**config.mk**
```make
export PLATFORM = sky130hd
export DESIGN_NAME = comma_aligner_8b10b
export DESIGN_NICKNAME = d
export VERILOG_FILES = /design/src/rtl/comma_aligner_8b10b.sv
export SDC_FILE = /design/constraint.sdc
export NUM_CORES = 1
export LEC_CHECK = 0
export CAP_MARGIN = 30
export CORE_MARGIN = 4
export CORE_UTILIZATION = 48
export DETAILED_ROUTE_END_ITERATION = 8
export GPL_ROUTABILITY_DRIVEN = 0
export GPL_TIMING_DRIVEN = 1
export PLACE_DENSITY_LB_ADDON = 0.05
export SYNTH_ARGS = -nofsm -noshare
export SYNTH_HDL_FRONTEND = slang
export SYNTH_SLANG_ARGS = --single-unit
```
**constraint.sdc**
```tcl
create_clock -name clk -period 5.85 [get_ports clk]
set_input_delay 0.8775 -clock clk [delete_from_list [all_inputs] [get_ports clk]]
set_output_delay 0.8775 -clock clk [all_outputs]
set_load 0.01 [all_outputs]
```
**src/rtl/comma_aligner_8b10b.sv**
```systemverilog
// Serial-in 8b10b word aligner: hunts K28.5 commas at any bit offset, verifies
// them at a 10-bit spacing, locks symbol phase and emits one aligned symbol per 10 clocks.
module comma_aligner_8b10b #(
  parameter logic [9:0]  COMMA_P     = 10'b0011111010,
  parameter logic [9:0]  COMMA_N     = 10'b1100000101,
  parameter int unsigned LOCK_COUNT  = 3,
  parameter int unsigned UNLOCK_ERRS = 4
) (
  input  logic       clk,
  input  logic       rst_n,
  input  logic       strobin,
  output logic [9:0] sym_data,
  output logic       sym_is_k,
  output logic       sym_valid,
  input  logic       sym_ready,
  output logic       locked,
  output logic       overflow,
  input  logic       ovf_clr,
  output logic [3:0] err_cnt
);

  typedef enum logic [1:0] {HUNT, VERIFY, LOCKED} state_e;

  localparam logic [3:0] LockCnt    = 4'(LOCK_COUNT);
  localparam logic [3:0] UnlockErrs = 4'(UNLOCK_ERRS);

  state_e     state_q, state_d;
  logic [9:0] shift_q;
  logic [3:0] phase_q, phase_d;
  logic [3:0] good_q, good_d;
  logic [3:0] err_q, err_d;
  logic [9:0] symData_q;
  logic       symIsK_q, symValid_q, locked_q, overflow_q;

  logic       comma, boundary, popBad, symErr;
  logic [3:0] onesCnt, goodInc, errInc;

  assign comma    = (shift_q == COMMA_P) || (shift_q == COMMA_N);
  assign boundary = (phase_q == 4'd9);

  always_comb begin
    onesCnt = 4'd0;
    for (int i = 0; i < 10; i++) begin
      onesCnt = onesCnt + {3'b000, shift_q[i]};
    end
  end

  // A valid 8b10b symbol carries 4, 5 or 6 ones; an off-phase comma is also an error.
  assign popBad  = (onesCnt < 4'd4) || (onesCnt > 4'd6);
  assign symErr  = (boundary && popBad) || (comma && !boundary);
  assign goodInc = good_q + 4'd1;
  assign errInc  = (err_q == 4'hF) ? err_q : err_q + 4'd1;

  always_comb begin
    state_d = state_q;
    good_d  = good_q;
    err_d   = err_q;
    phase_d = boundary ? 4'd0 : phase_q + 4'd1;
    unique case (state_q)
      HUNT: begin
        if (comma) begin
          phase_d = 4'd0;
          if (LockCnt == 4'd1) begin
            state_d = LOCKED;
            err_d   = 4'd0;
          end else begin
            state_d = VERIFY;
            good_d  = 4'd1;
          end
        end
      end
      VERIFY: begin
        if (comma && !boundary) begin
          phase_d = 4'd0;
          good_d  = 4'd1;
        end else if (boundary && comma) begin
          good_d = goodInc;
          if (goodInc >= LockCnt) begin
            state_d = LOCKED;
            err_d   = 4'd0;
          end
        end else if (boundary && popBad) begin
          state_d = HUNT;
          good_d  = 4'd0;
        end
      end
      LOCKED: begin
        // Once locked, phase is never moved; stray commas only count as errors.
        if (symErr) begin
          if (errInc >= UnlockErrs) begin
            state_d = HUNT;
            err_d   = 4'd0;
            good_d  = 4'd0;
          end else begin
            err_d = errInc;
          end
        end else if (boundary && comma) begin
          err_d = 4'd0;
        end
      end
      default: state_d = HUNT;
    endcase
  end

  always_ff @(posedge clk or negedge rst_n) begin
    if (!rst_n) begin
      state_q <= HUNT;
      shift_q <= 10'd0;
      phase_q <= 4'd0;
      good_q  <= 4'd0;
      err_q   <= 4'd0;
    end else begin
      state_q <= state_d;
      shift_q <= {shift_q[8:0], strobin};
      phase_q <= phase_d;
      good_q  <= good_d;
      err_q   <= err_d;
    end
  end

  // Output stage: the symbol completed at a locked boundary is presented on the next edge.
  always_ff @(posedge clk or negedge rst_n) begin
    if (!rst_n) begin
      symData_q  <= 10'd0;
      symIsK_q   <= 1'b0;
      symValid_q <= 1'b0;
      locked_q   <= 1'b0;
      overflow_q <= 1'b0;
    end else begin
      locked_q <= (state_d == LOCKED);
      if (boundary && (state_q == LOCKED)) begin
        symData_q  <= shift_q;
        symIsK_q   <= comma;
        symValid_q <= 1'b1;
      end else begin
        symValid_q <= 1'b0;
      end
      if (symValid_q && !sym_ready) begin
        overflow_q <= 1'b1;
      end else if (ovf_clr) begin
        overflow_q <= 1'b0;
      end
    end
  end

  assign sym_data  = symData_q;
  assign sym_is_k  = symIsK_q;
  assign sym_valid = symValid_q;
  assign locked    = locked_q;
  assign overflow  = overflow_q;
  assign err_cnt   = err_q;

endmodule

```
* After elaboration in Yosys (flattened, before gate mapping) *
Index checks and enable logic that the tools add are counted.

storage, ports and cells
  register bits = 38
  word-level logic and storage cells = 87

cells by class
  mux-type cells = 30
  eq/ne operators = 15
  reduce and logical (&&, ||, !) cells = 16
  $lt $le $gt $ge = 4
  add/sub/neg operators = 12

operators with widths
  kind                    count
  $mux W4                 16
  $add A4 B1 Y4           6
  $pmux W4 S2             2
  $mux W2                 7
  $add A4 B1 Y4 const B   3
  $ne A2 B2 Y1 const B    6
  $pmux W4 S3             1
  $eq A10 B10 Y1 const B  1
  $eq A10 B8 Y1 const B   1
  $reduce_and A5 Y1       2
  $eq A4 B4 Y1 const B    2
  $pmux W2 S3             1
  $logic_and A1 B1 Y1     5
  $add A3 B1 Y4           1
  $eq A2 B2 Y1 const B    2
  $ge A4 B2 Y1 const B    1
  $ge A4 B3 Y1 const B    1
  $gt A4 B3 Y1 const B    1
  $lt A4 B3 Y1 const B    1
  $ne A4 B4 Y1 const B    1
  $reduce_bool A2 Y1      2
  $add A2 B1 Y3           1
  $logic_or A1 B1 Y1      3
  $mux W1                 3
  other kinds (6)         7

* Depth between registers and ports, before layout *
  depth in word-level cells = 17
  mapped depth = 13
  depth with buffers taken out = 13

* Worst setup path before layout *
Ideal clock, no wire load.

  kind = reg2reg
  start point = register shift_q[5]
  end point = register good_q[0]
  path slack = 1.683 ns
  data required time = 5.725 ns
  cell stages (with the launch flop) = 14
  buffers on the path = 0
  arrival = 4.042 ns
  period minus slack after synthesis = 4.167 ns
  path through = dfrtp_1 > fa_1 > inv_1 > fa_1 > fa_1 > inv_1 > ha_1 > fa_1 > and2_4 > and4bb_4 > o21ai_2 > or3b_4 > or2_4 > mux2_4

on the way
  cells in the longest elaborated chain, start to end = 11
  elaborated cells between the ends (all ways) = 22
  those cells by class = 5 x add/sub; 2 x order compare; 5 x eq/ne; 3 x mux; 7 x reduce/logical

RTL lines
  what                                                 RTL line  RTL
  start, declared                                      28        logic [9:0] shift_q;
  start signal, assigned                               114       shift_q <= {shift_q[8:0], strobin};
  $add A4 B1 Y4 (5 in a row)                           44        onesCnt = onesCnt + {3'b000, shift_q[i]};
  $lt A4 B3 Y1 / $gt A4 B3 Y1 (equally long branches)  49        assign popBad = (onesCnt < 4'd4) || (onesCnt > 4'd6);
  $logic_or A1 B1 Y1                                   49
  $logic_and A1 B1 Y1                                  50, 82
  $logic_or A1 B1 Y1                                   50        assign symErr = (boundary && popBad) || (comma && !boundary);
  $ne A2 B2 Y1 (no source line)                        --
  $reduce_and A5 Y1 (no source line)                   --
  end signal, assigned                                 116       good_q <= good_d;
  end, declared                                        30        logic [3:0] good_q, good_d;

Parallel ways exist; a longest one is shown, timed or not.
A chain may end at the register's enable or synchronous reset.

* Worst setup path after layout *
  start point = register shift_q[0]
  end point = register good_q[1]

on the way
  cells in the longest elaborated chain, start to end = 15
  elaborated cells between the ends (all ways) = 26
  those cells by class = 9 x add/sub; 2 x order compare; 5 x eq/ne; 3 x mux; 7 x reduce/logical

RTL lines
  what                                                 RTL line
  $add A1 B1 Y2                                        44
  $add A2 B1 Y3                                        44
  $add A3 B1 Y4                                        44
  $add A4 B1 Y4 (6 in a row)                           44
  $lt A4 B3 Y1 / $gt A4 B3 Y1 (equally long branches)  49
  $logic_or A1 B1 Y1                                   49
  $logic_and A1 B1 Y1                                  50, 82
  $logic_or A1 B1 Y1                                   50
  $ne A2 B2 Y1 (no source line)                        --
  $reduce_and A5 Y1 (no source line)                   --

Parallel ways exist; a longest one is shown, timed or not.

==> metrics.txt <==
status=complete, no violations; # IOs=23; Die Span Y=73.64 µm; CTS Buf Count=5; sequential share of the synthesized area=45.98%; TritonCTS clock tree=yes; placed wire-length estimate=2.892 mm; VDD IR max=0.2481 mV; row count=23; fraction of registers with async set/reset=100.0%; fin. max-slew vios=0; final wirelength=3.870 mm; Mapped Area=0.002068 mm²; Max Cap Viol=0; Yosys warning count=0; share of cells above drive strength 1=12.50%; Switching Fraction=27.84%; Synth cell types=52; core area=0.004086 mm²; clk_lat worst skew=0.29 ns; Root Driver=clkbuf_8; first-pass GRT wire length=6.900 mm; RSZ-0062 raised after global routing=no; die area=0.005423 mm²; Initial Util=50.61%; vias in the first global route=1,521; nets=241; GR Util met3=4.788%; syn avg cell area=10.83 µm²; Top FF cell, synth=dfrtp_1; Least-Margin Pin Slew=0.8331 ns; initial antenna violation count=0; Final Skew=0.006169 ns; CTS resizes=0; Hold Startpoint=shift_q[3]; Crit. End Element=flip-flop; Setup Crit Path Kind=flip-flop to flip-flop; CTS H-tree lvls=2; # port buffers=22; met1 Usage GRT=22.98%; Cells after Synth=191; largest net degree at the start of global routing=39; Hold Slack=0.4076 ns; PwrDens=280.3 mW/mm²; Worst-path clk slew=0.07 ns; Worst Path Max Fanout=5; Clk pwr share=33.3%; final core utilization=59.58%; vias per std cell=5.316; clock buffer depth=2; number of antenna diodes=0; hold buffer count at cts=0; Worst Path Arrival=4.50 ns; setup violators final=0; Hold Path Class=flip-flop to flip-flop; Setup TNS=0 ns; post-route ant nets=0; Peak Freq=0.2313 GHz; worst r2r src=shift_q[0]; DR DRC count=0; busiest layer in global routing=met2; Final Critical Period=4.324 ns; M2 GR Usage=24.02%; GRT overflow=0; Synthesized Nets=216; Leakage Power=1.150 nW; Logic pwr share=22.2%; most common cell after layout, fill and taps aside=dfrtp_1; area delta synth->final=17.73%; CP startpoint=shift_q[0]; Worst slew margin=44.46%; cell-internal power=0.4924 mW; die width=73.64 µm; WP data required=6.03 ns; Hold Vio Cnt, Final=0; fin crit share=73.91%; routed len/inst=14.55 µm; drt first pass iters=4; R2R Setup Slk=1.53 ns; sw power=0.1900 mW; FF+latch count, synth=38; Filler Cell Count=340; EDFF count, synth=0; Setup Buffers After CTS=0; commonest cells after routing, fill and taps aside=38 x dfrtp_1, 21 x inv_1, 21 x clkdlybuf4s50_1, 14 x ha_1, 13 x nor2_1; sequential power share=44.5%; routed vias=1,414; GRT Total Usage=16.68%; CP startpoint kind=flip-flop; initial DRC count=62; Sink Count=38
power groups by stage:
stage               Combinational, mW  Clock [mW]  Sequential, mW
finish                          0.151       0.227           0.304
global route                    0.173       0.249           0.307
CTS                             0.154       0.235           0.303
detailed placement              0.153           0           0.308
global placement                0.147           0           0.307
floorplan                       0.127           0           0.303
sequential cells by signal, indices dropped and copies added, names as in the netlist:
register and count:
good_q 4, overflow 1, phase_q 4, err_cnt 4, shift_q 10, state_q 2, sym_data 10, locked 1
sym_is_k 1, sym_valid 1
final cells by class:
| class | instances | area, µm² | area share (%) |
|---|---|---|---|
| inverters | 22 | 85.08 | 3.494 |
| clock inverters | 1 | 30.03 | 1.233 |
| clock buffers | 6 | 82.58 | 3.392 |
| multi-input cells | 127 | 1008 | 41.42 |
| well taps | 50 | 62.56 | 2.569 |
| flip-flops and latches | 38 | 950.9 | 39.05 |
| repair buffers | 22 | 215.2 | 8.839 |
cells by family after synthesis:
group | synth area share (%)
XOR/XNOR | 0.4235
buffers and inverters | 5.263
AND/OR/NAND/NOR | 18.69
AO/OA/AOI/OAI | 11.25
adder cells (fa/ha/maj) | 14.28
multiplexers | 4.114
flip-flops | 45.98
layer usage:
| metal | up-vias | share of wire (%) |
|---|---|---|
| li1 | 699 | - |
| met1 | 674 | 50 |
| met2 | 34 | 43 |
| met3 | 7 | 5.0 |
| met4 | 0 | 1.9 |
| met5 | - | 0 |
critical path: stages, from the launching register on:
cell and delay [ns]:
dfrtp_1 0.37, inv_1 0.10, fa_1 0.57, fa_1 0.44, fa_1 0.49, inv_1 0.04
ha_1 0.20, fa_1 0.49, and2_4 0.15, and4bb_4 0.23, o21ai_2 0.14, or3b_4 0.42
or2_4 0.28, mux2_4 0.30
stage by stage:
| step | cell area (µm²) | power (mW) | cells | setup slack [ns] |
|---|---|---|---|---|
| final | 2435 | 0.6824 | 266 | 1.526 |
| after global routing | 2435 | 0.7280 | 266 | 1.362 |
| after CTS | 2435 | 0.6924 | 266 | 1.516 |
| after detailed placement | 2322 | 0.4612 | 259 | 1.527 |
| after global placement | 2322 | 0.4533 | 259 | 1.577 |
| after floorplan | 2068 | 0.4297 | 191 | 1.683 |
synth_stat cells (all sizes together) (2+ instances only):
master / count / share of area [%]
a21o: 2 / 0.73
a21oi: 7 / 1.7
nor2: 13 / 2.4
mux2: 6 / 3.6
nand3: 8 / 1.9
nor3: 3 / 0.73
a211o: 2 / 0.85
and3: 3 / 0.91
and2: 3 / 1.0
fa: 6 / 5.8
nand4: 2 / 0.60
dfrtp: 38 / 46
inv: 22 / 4.1
buf: 2 / 0.79
nand2: 13 / 3.1
nand2b: 2 / 0.60
nor4: 4 / 1.2
ha: 14 / 8.5
or2: 5 / 1.8
clkbuf: 2 / 0.36
o21ai: 12 / 3.3
worst paths after layout:
path / endpoint / cells past startpoint
worst min-delay path: shift_q[4] / 0
min in group asynchronous: sym_data[8] / 1
max in group asynchronous: shift_q[3] / 1
worst min register to register: shift_q[4] / 0
worst max register to register: good_q[1] / 13
worst max-delay path: good_q[1] / 13
Note: power is estimated with default switching activity, not from simulation.
==> RTL edit 1 (same settings) <==
The 3 states of `state_e` get a one-hot encoding in 3 bits.
--- a/src/rtl/comma_aligner_8b10b.sv
+++ b/src/rtl/comma_aligner_8b10b.sv
@@ -20,5 +20,5 @@
 );
 
-  typedef enum logic [1:0] {HUNT, VERIFY, LOCKED} state_e;
+  typedef enum logic [2:0] {HUNT = 3'b001, VERIFY = 3'b010, LOCKED = 3'b100} state_e;
 
   localparam logic [3:0] LockCnt    = 4'(LOCK_COUNT);
Function: no difference found for any inputs over 10 cycles, from zero or initial values and one cycle with rst_n low; not proved beyond that.
==> RTL edit 1 against the unedited design <==
  * Power shrank 5.2%
  * Setup slack improved by 0.38 ns
  * Routed wire length fell by 1.9%
  * Largest power group unchanged
  * Synthesized area down 2.9%
  * Cell count fell by 4.9%
  * Sequential cell count grew 1
  * Critical endpoint is now good_q[0]
  * Cell area shrank 2.0%
==> RTL edit 1: results (changes against the unedited design) <==
| Metric | Value |
|---|---|
| Wire length of the first global-routing pass | `6340 um (-8.1%)` |
| Relative slew margins | `42.6% (-1.9 points)` |
| Post-Synthesis Net Count | `196 (-9.3%)` |
| Capture point of the worst reg-to-reg path | `good_q[0]` |
| Launch instance of the worst register-to-register path | `shift_q[5]` |
| Pin count of the biggest net entering global routing | `40 (+2.6%)` |
| Xor/xnor share of the synthesized area | `1.31% (+0.88 points)` |
| Crit path arrival time | `4.12 ns (-0.38 ns)` |
| Number of placed instances, taps included | `245 (-5.4%)` |
| Run status | `finished clean` |
| Maximum clock skew at final layout | `0.00700 ns (+0.000832 ns)` |
| Static Leakage | `0.00108 uW (-5.9%)` |
| Detailed-route wire length on metal 1 | `1770 um (-8.3%)` |
| Total detailed-routing wirelength | `3800 um (-1.9%)` |
| Routed wire length on met2 | `1810 um (+8.2%)` |
| GR Util met2 | `25.5% (+1.4 points)` |
| DPL Wire Length | `2790 um (-3.6%)` |
| Max IR drop VDD | `0.000234 V (-5.5%)` |
| Share of synthesized area spent on multiplexers | `6.11% (+2.0 points)` |
| Average cell area after synthesis | `11.4 um^2 (+5.4%)` |
| Worst Min Path Start | `shift_q[1]` |
| Number of global-route vias before repair | `1382 (-9.1%)` |
| Post-synthesis compound-gate area fraction | `12.6% (+1.3 points)` |
| Total of fill cells in the finished design | `331 (-2.6%)` |
| Register area share after synthesis | `48.7% (+2.7 points)` |
| Worst hold path endpoint | `shift_q[2]` |
| GRT Total Usage | `15.6% (-1.1 points)` |
| Met3 routed WL | `163 um (-16%)` |
| Detail-routed via count per cell | `5.52 (+3.8%)` |
| Fraction of layout cells with a size suffix above 1 | `16.3% (+3.8 points)` |
## RTL edit 1: cell count changes after synthesis, sizes merged, moves of 3 or more
cell	change
o21ai	-8
inv	-7
ha	-5
mux2	+4
nor3b	+4
a21boi	+3
and3	-3
nand2	-3
nor4	-3
or2	-3
## RTL edit 1: how the worst max path moves through the flow
stage               slack (ns)        end  depth (start not counted)       start
floorplan                 2.13  good_q[0]                         13  shift_q[5]
global placement          1.99  good_q[0]                         13  shift_q[5]
detailed placement        1.94  good_q[0]                         13  shift_q[5]
CTS                       1.91  good_q[0]                         13  shift_q[5]
global route              1.72  good_q[0]                         13  shift_q[5]
finish                    1.91  good_q[0]                         13  shift_q[5]
## RTL edit 1: critical path: stages, from the launching register on
cell	delay [ns]
dfrtp_1	0.43
fa_1	0.54
inv_1	0.05
fa_1	0.46
fa_1	0.49
inv_1	0.04
ha_1	0.20
fa_1	0.38
nor3b_1	0.19
a21oi_1	0.12
o21ai_2	0.22
a21boi_1	0.12
or3_1	0.34
a22o_2	0.24
## RTL edit 1: power by group
group | total (uW) | switching, uW | internal, uW
combinational | 116 | 64.1 | 51.8
sequential | 303 | 17.3 | 286
clock | 228 | 99.4 | 128
total | 647 | 181 | 466
## RTL edit 1: through the flow
| stage | utilization [%] | power (uW) | cell area [um^2] |
|---|---|---|---|
| final | 59.2 | 647 | 2390 |
| after global routing | 59.2 | 690 | 2390 |
| after CTS | 59.2 | 651 | 2390 |
| after detailed placement | 56.4 | 425 | 2270 |
| after global placement | 56.1 | 418 | 2260 |
| after floorplan | - | 394 | 2010 |
## RTL edit 1: layout make-up
cell class                 count  area share (%)
sequential                    39            41.0
multi-input combinational    118            39.7
inverter                      15            2.36
timing repair buffer          23            9.49
tap                           50            2.62
clock buffer                   5            2.88
clock inverter                 3            1.94
==> RTL edit 2 (same settings) <==
Without the edit above. `COMMA_P`: 10'b0011111010 -> 10'b0010000000.
--- a/src/rtl/comma_aligner_8b10b.sv
+++ b/src/rtl/comma_aligner_8b10b.sv
@@ -2,5 +2,5 @@
 // them at a 10-bit spacing, locks symbol phase and emits one aligned symbol per 10 clocks.
 module comma_aligner_8b10b #(
-  parameter logic [9:0]  COMMA_P     = 10'b0011111010,
+  parameter logic [9:0]  COMMA_P     = 10'b0010000000,
   parameter logic [9:0]  COMMA_N     = 10'b1100000101,
   parameter int unsigned LOCK_COUNT  = 3,
Behaviour: same outputs for any inputs over 10 cycles, from zero or initial values and one cycle with rst_n low; that may be too few to reach the edited logic, so the function may still have changed.
==> RTL edit 2 against the unedited design <==
  * Setup slack gained 0.14 ns
  * Sequential share of layout area grew 1.9 points
  * Power shrank 9.1%
  * Sequential cell count is the same
  * Routed wire length shrank 6.6%
  * Sequential power is essentially flat
  * Cell area shrank 4.6%
  * Synthesized area shrank 4.5%
  * Critical path type unchanged
==> RTL edit 2: results (changes against the unedited design) <==
| Metric | Value |
|---|---|
| Run status | `finished clean` |
| Ant. Diodes | `0 (unchanged)` |
| Total of cells resized after clock tree synthesis | `0 (unchanged)` |
| Fraction of layout cells with a size suffix above 1 | `11.6% (-0.91 points)` |
| Number of failing hold endpoints at the final stage | `0 (unchanged)` |
| CP max-delay cell | `fa_1` |
| Commonest cells in the synthesized netlist | `dfrtp_1 (38), inv_1 (21), o21ai_0 (15)` |
| Critical-path maximum fanout | `4 (-1)` |
| Number of port buffers | `22 (unchanged)` |
| Worst hold-check path type | `reg -> reg` |
| Wire length of the first global-routing pass | `6660 um (-3.5%)` |
| GRT Total Usage | `16.3% (-0.42 points)` |
| Number of buffers added for setup after CTS | `0 (unchanged)` |
| Total detailed-routing wirelength | `3610 um (-6.6%)` |
| Post-Synthesis Net Count | `205 (-5.1%)` |
| Pin count of the biggest net entering global routing | `39 (unchanged)` |
| Antenna violations before repair | `0 (unchanged)` |
| Proportion of register bits with asynchronous set or reset after synthesis | `100% (unchanged)` |
| Inserted Clock Buffers | `5 (unchanged)` |
| Number of global-route vias before repair | `1474 (-3.1%)` |
| Cells taking the most area after synthesis | `dfrtp_1 (48%), ha_1 (8.9%), fa_1 (6.1%)` |
| Clock transition at the register clock pins on the worst setup and hold paths after CTS | `0.07 ns (about the same)` |
| Maximum clock skew at final layout | `0.00757 ns (+0.00140 ns)` |
| Max IR drop VDD | `0.000240 V (-3.2%)` |
| Transition time at the pin with the least slew margin | `0.811 ns (-0.0225 ns)` |
| Count of routing violations after the opening detailed-route iteration | `41 (-34%)` |
| Placement Setup Slack | `1.71 ns (+0.186 ns)` |
| Instance area after placement | `0.00224 mm^2 (-3.3%)` |
| Worst skew pair latency | `0.28 ns` |
| Static Leakage | `0.00112 uW (-2.3%)` |
| Critical Path Max Stage Delay | `0.57 ns (about the same)` |
| Delay-heaviest family, CP | `adder cells` |
| Clock root buffer | `clkbuf_8` |
| Buffer depth of the longest clock path | `2 (unchanged)` |
| Number of unique standard cell types used by synthesis | `45 (-13%)` |
| Register area share after synthesis | `48.2% (+2.2 points)` |
| Crit path arrival time | `4.36 ns (-0.14 ns)` |
| Number of synthesis warnings | `0 (unchanged)` |
| CTS H-Tree Depth | `2 (unchanged)` |
| R2R cell count | `13 (unchanged)` |
| Layout Nets | `232 (-3.7%)` |
| DPL Wire Length | `2730 um (-5.5%)` |
| Total via count in the routed design | `1359 (-3.9%)` |
| Number of stages on the worst hold path | `0 (unchanged)` |
| Count of TritonRoute iterations in the first routing pass | `6 (+2)` |
[RTL edit 2: changes by cell type after synthesis, moves of 3 or more]
cell,unedited run,this run
a21oi_1,7,4
nor2_1,13,10
o21ai_0,9,15
nand3_1,8,2
nor4_1,4,1
nor3_1,3,0
[RTL edit 2: cell families after synthesis]
| kind of cell | synth area share, % |
|---|---|
| adders and majority gates | 15.0 |
| and+or+nand+nor | 14.5 |
| AOI/OAI and AO/OA | 13.2 |
| muxes | 3.42 |
| xor gates and xnor gates | 1.33 |
| buffers and inverters | 4.37 |
| DFF | 48.2 |
[RTL edit 2: worst paths after layout]
| path | startpoint | to | slack [ns] |
|---|---|---|---|
| min reg2reg | shift_q[1] | shift_q[2] | 0.38 |
| max | shift_q[0] | locked | 1.66 |
| max in group asynchronous | rst_n | good_q[2] | 4.65 |
| min in group asynchronous | rst_n | sym_data[3] | 0.68 |
| min | shift_q[1] | shift_q[2] | 0.38 |
| max reg2reg | shift_q[0] | locked | 1.66 |
[RTL edit 2: power by group]
| group | leakage [uW] | internal [uW] | switching, uW |
|---|---|---|---|
| Combinational | 0.000586 | 64.6 | 88.4 |
| Sequential | 0.000493 | 283 | 19.6 |
| Clock | 0.0000438 | 79.9 | 84.6 |
[RTL edit 2: layout make-up]
class,instances,area (um^2)
fillers,343,1680
flip-flops and latches,38,951
multi-input cells,119,937
repair buffers,22,215
inverters,21,78.8
clock buffers,5,68.8
well taps,50,62.6
clock inverters,2,10.0
[RTL edit 2: stage by stage]
stage	util (%)	total power, uW	cells
4_1_cts	58.1	628	257
6_report	58.1	621	257
5_1_grt	58.1	666	257
3_5_place_dp	56.1	459	250
3_3_place_gp	56.1	447	250
2_1_floorplan	-	419	180
[RTL edit 2: worst reg2reg max path, delay by kind of cell (launching register included)]
kind            cells  cell delay, ns
compound gates      3            0.80
fa+ha+maj           5            2.26
buf+inv             2            0.13
flops               1            0.37
simple gates        3            0.51
[RTL edit 2: metal layers]
| metal | vias up | GRT usage [%] | part of all wire (%) |
|---|---|---|---|
| met5 | - | 0 | 0 |
| met4 | 0 | 5.43 | 1.2 |
| met3 | 5 | 4.57 | 4.3 |
| met2 | 23 | 27.1 | 48 |
| met1 | 663 | 20.3 | 46 |
| li1 | 668 | - | - |
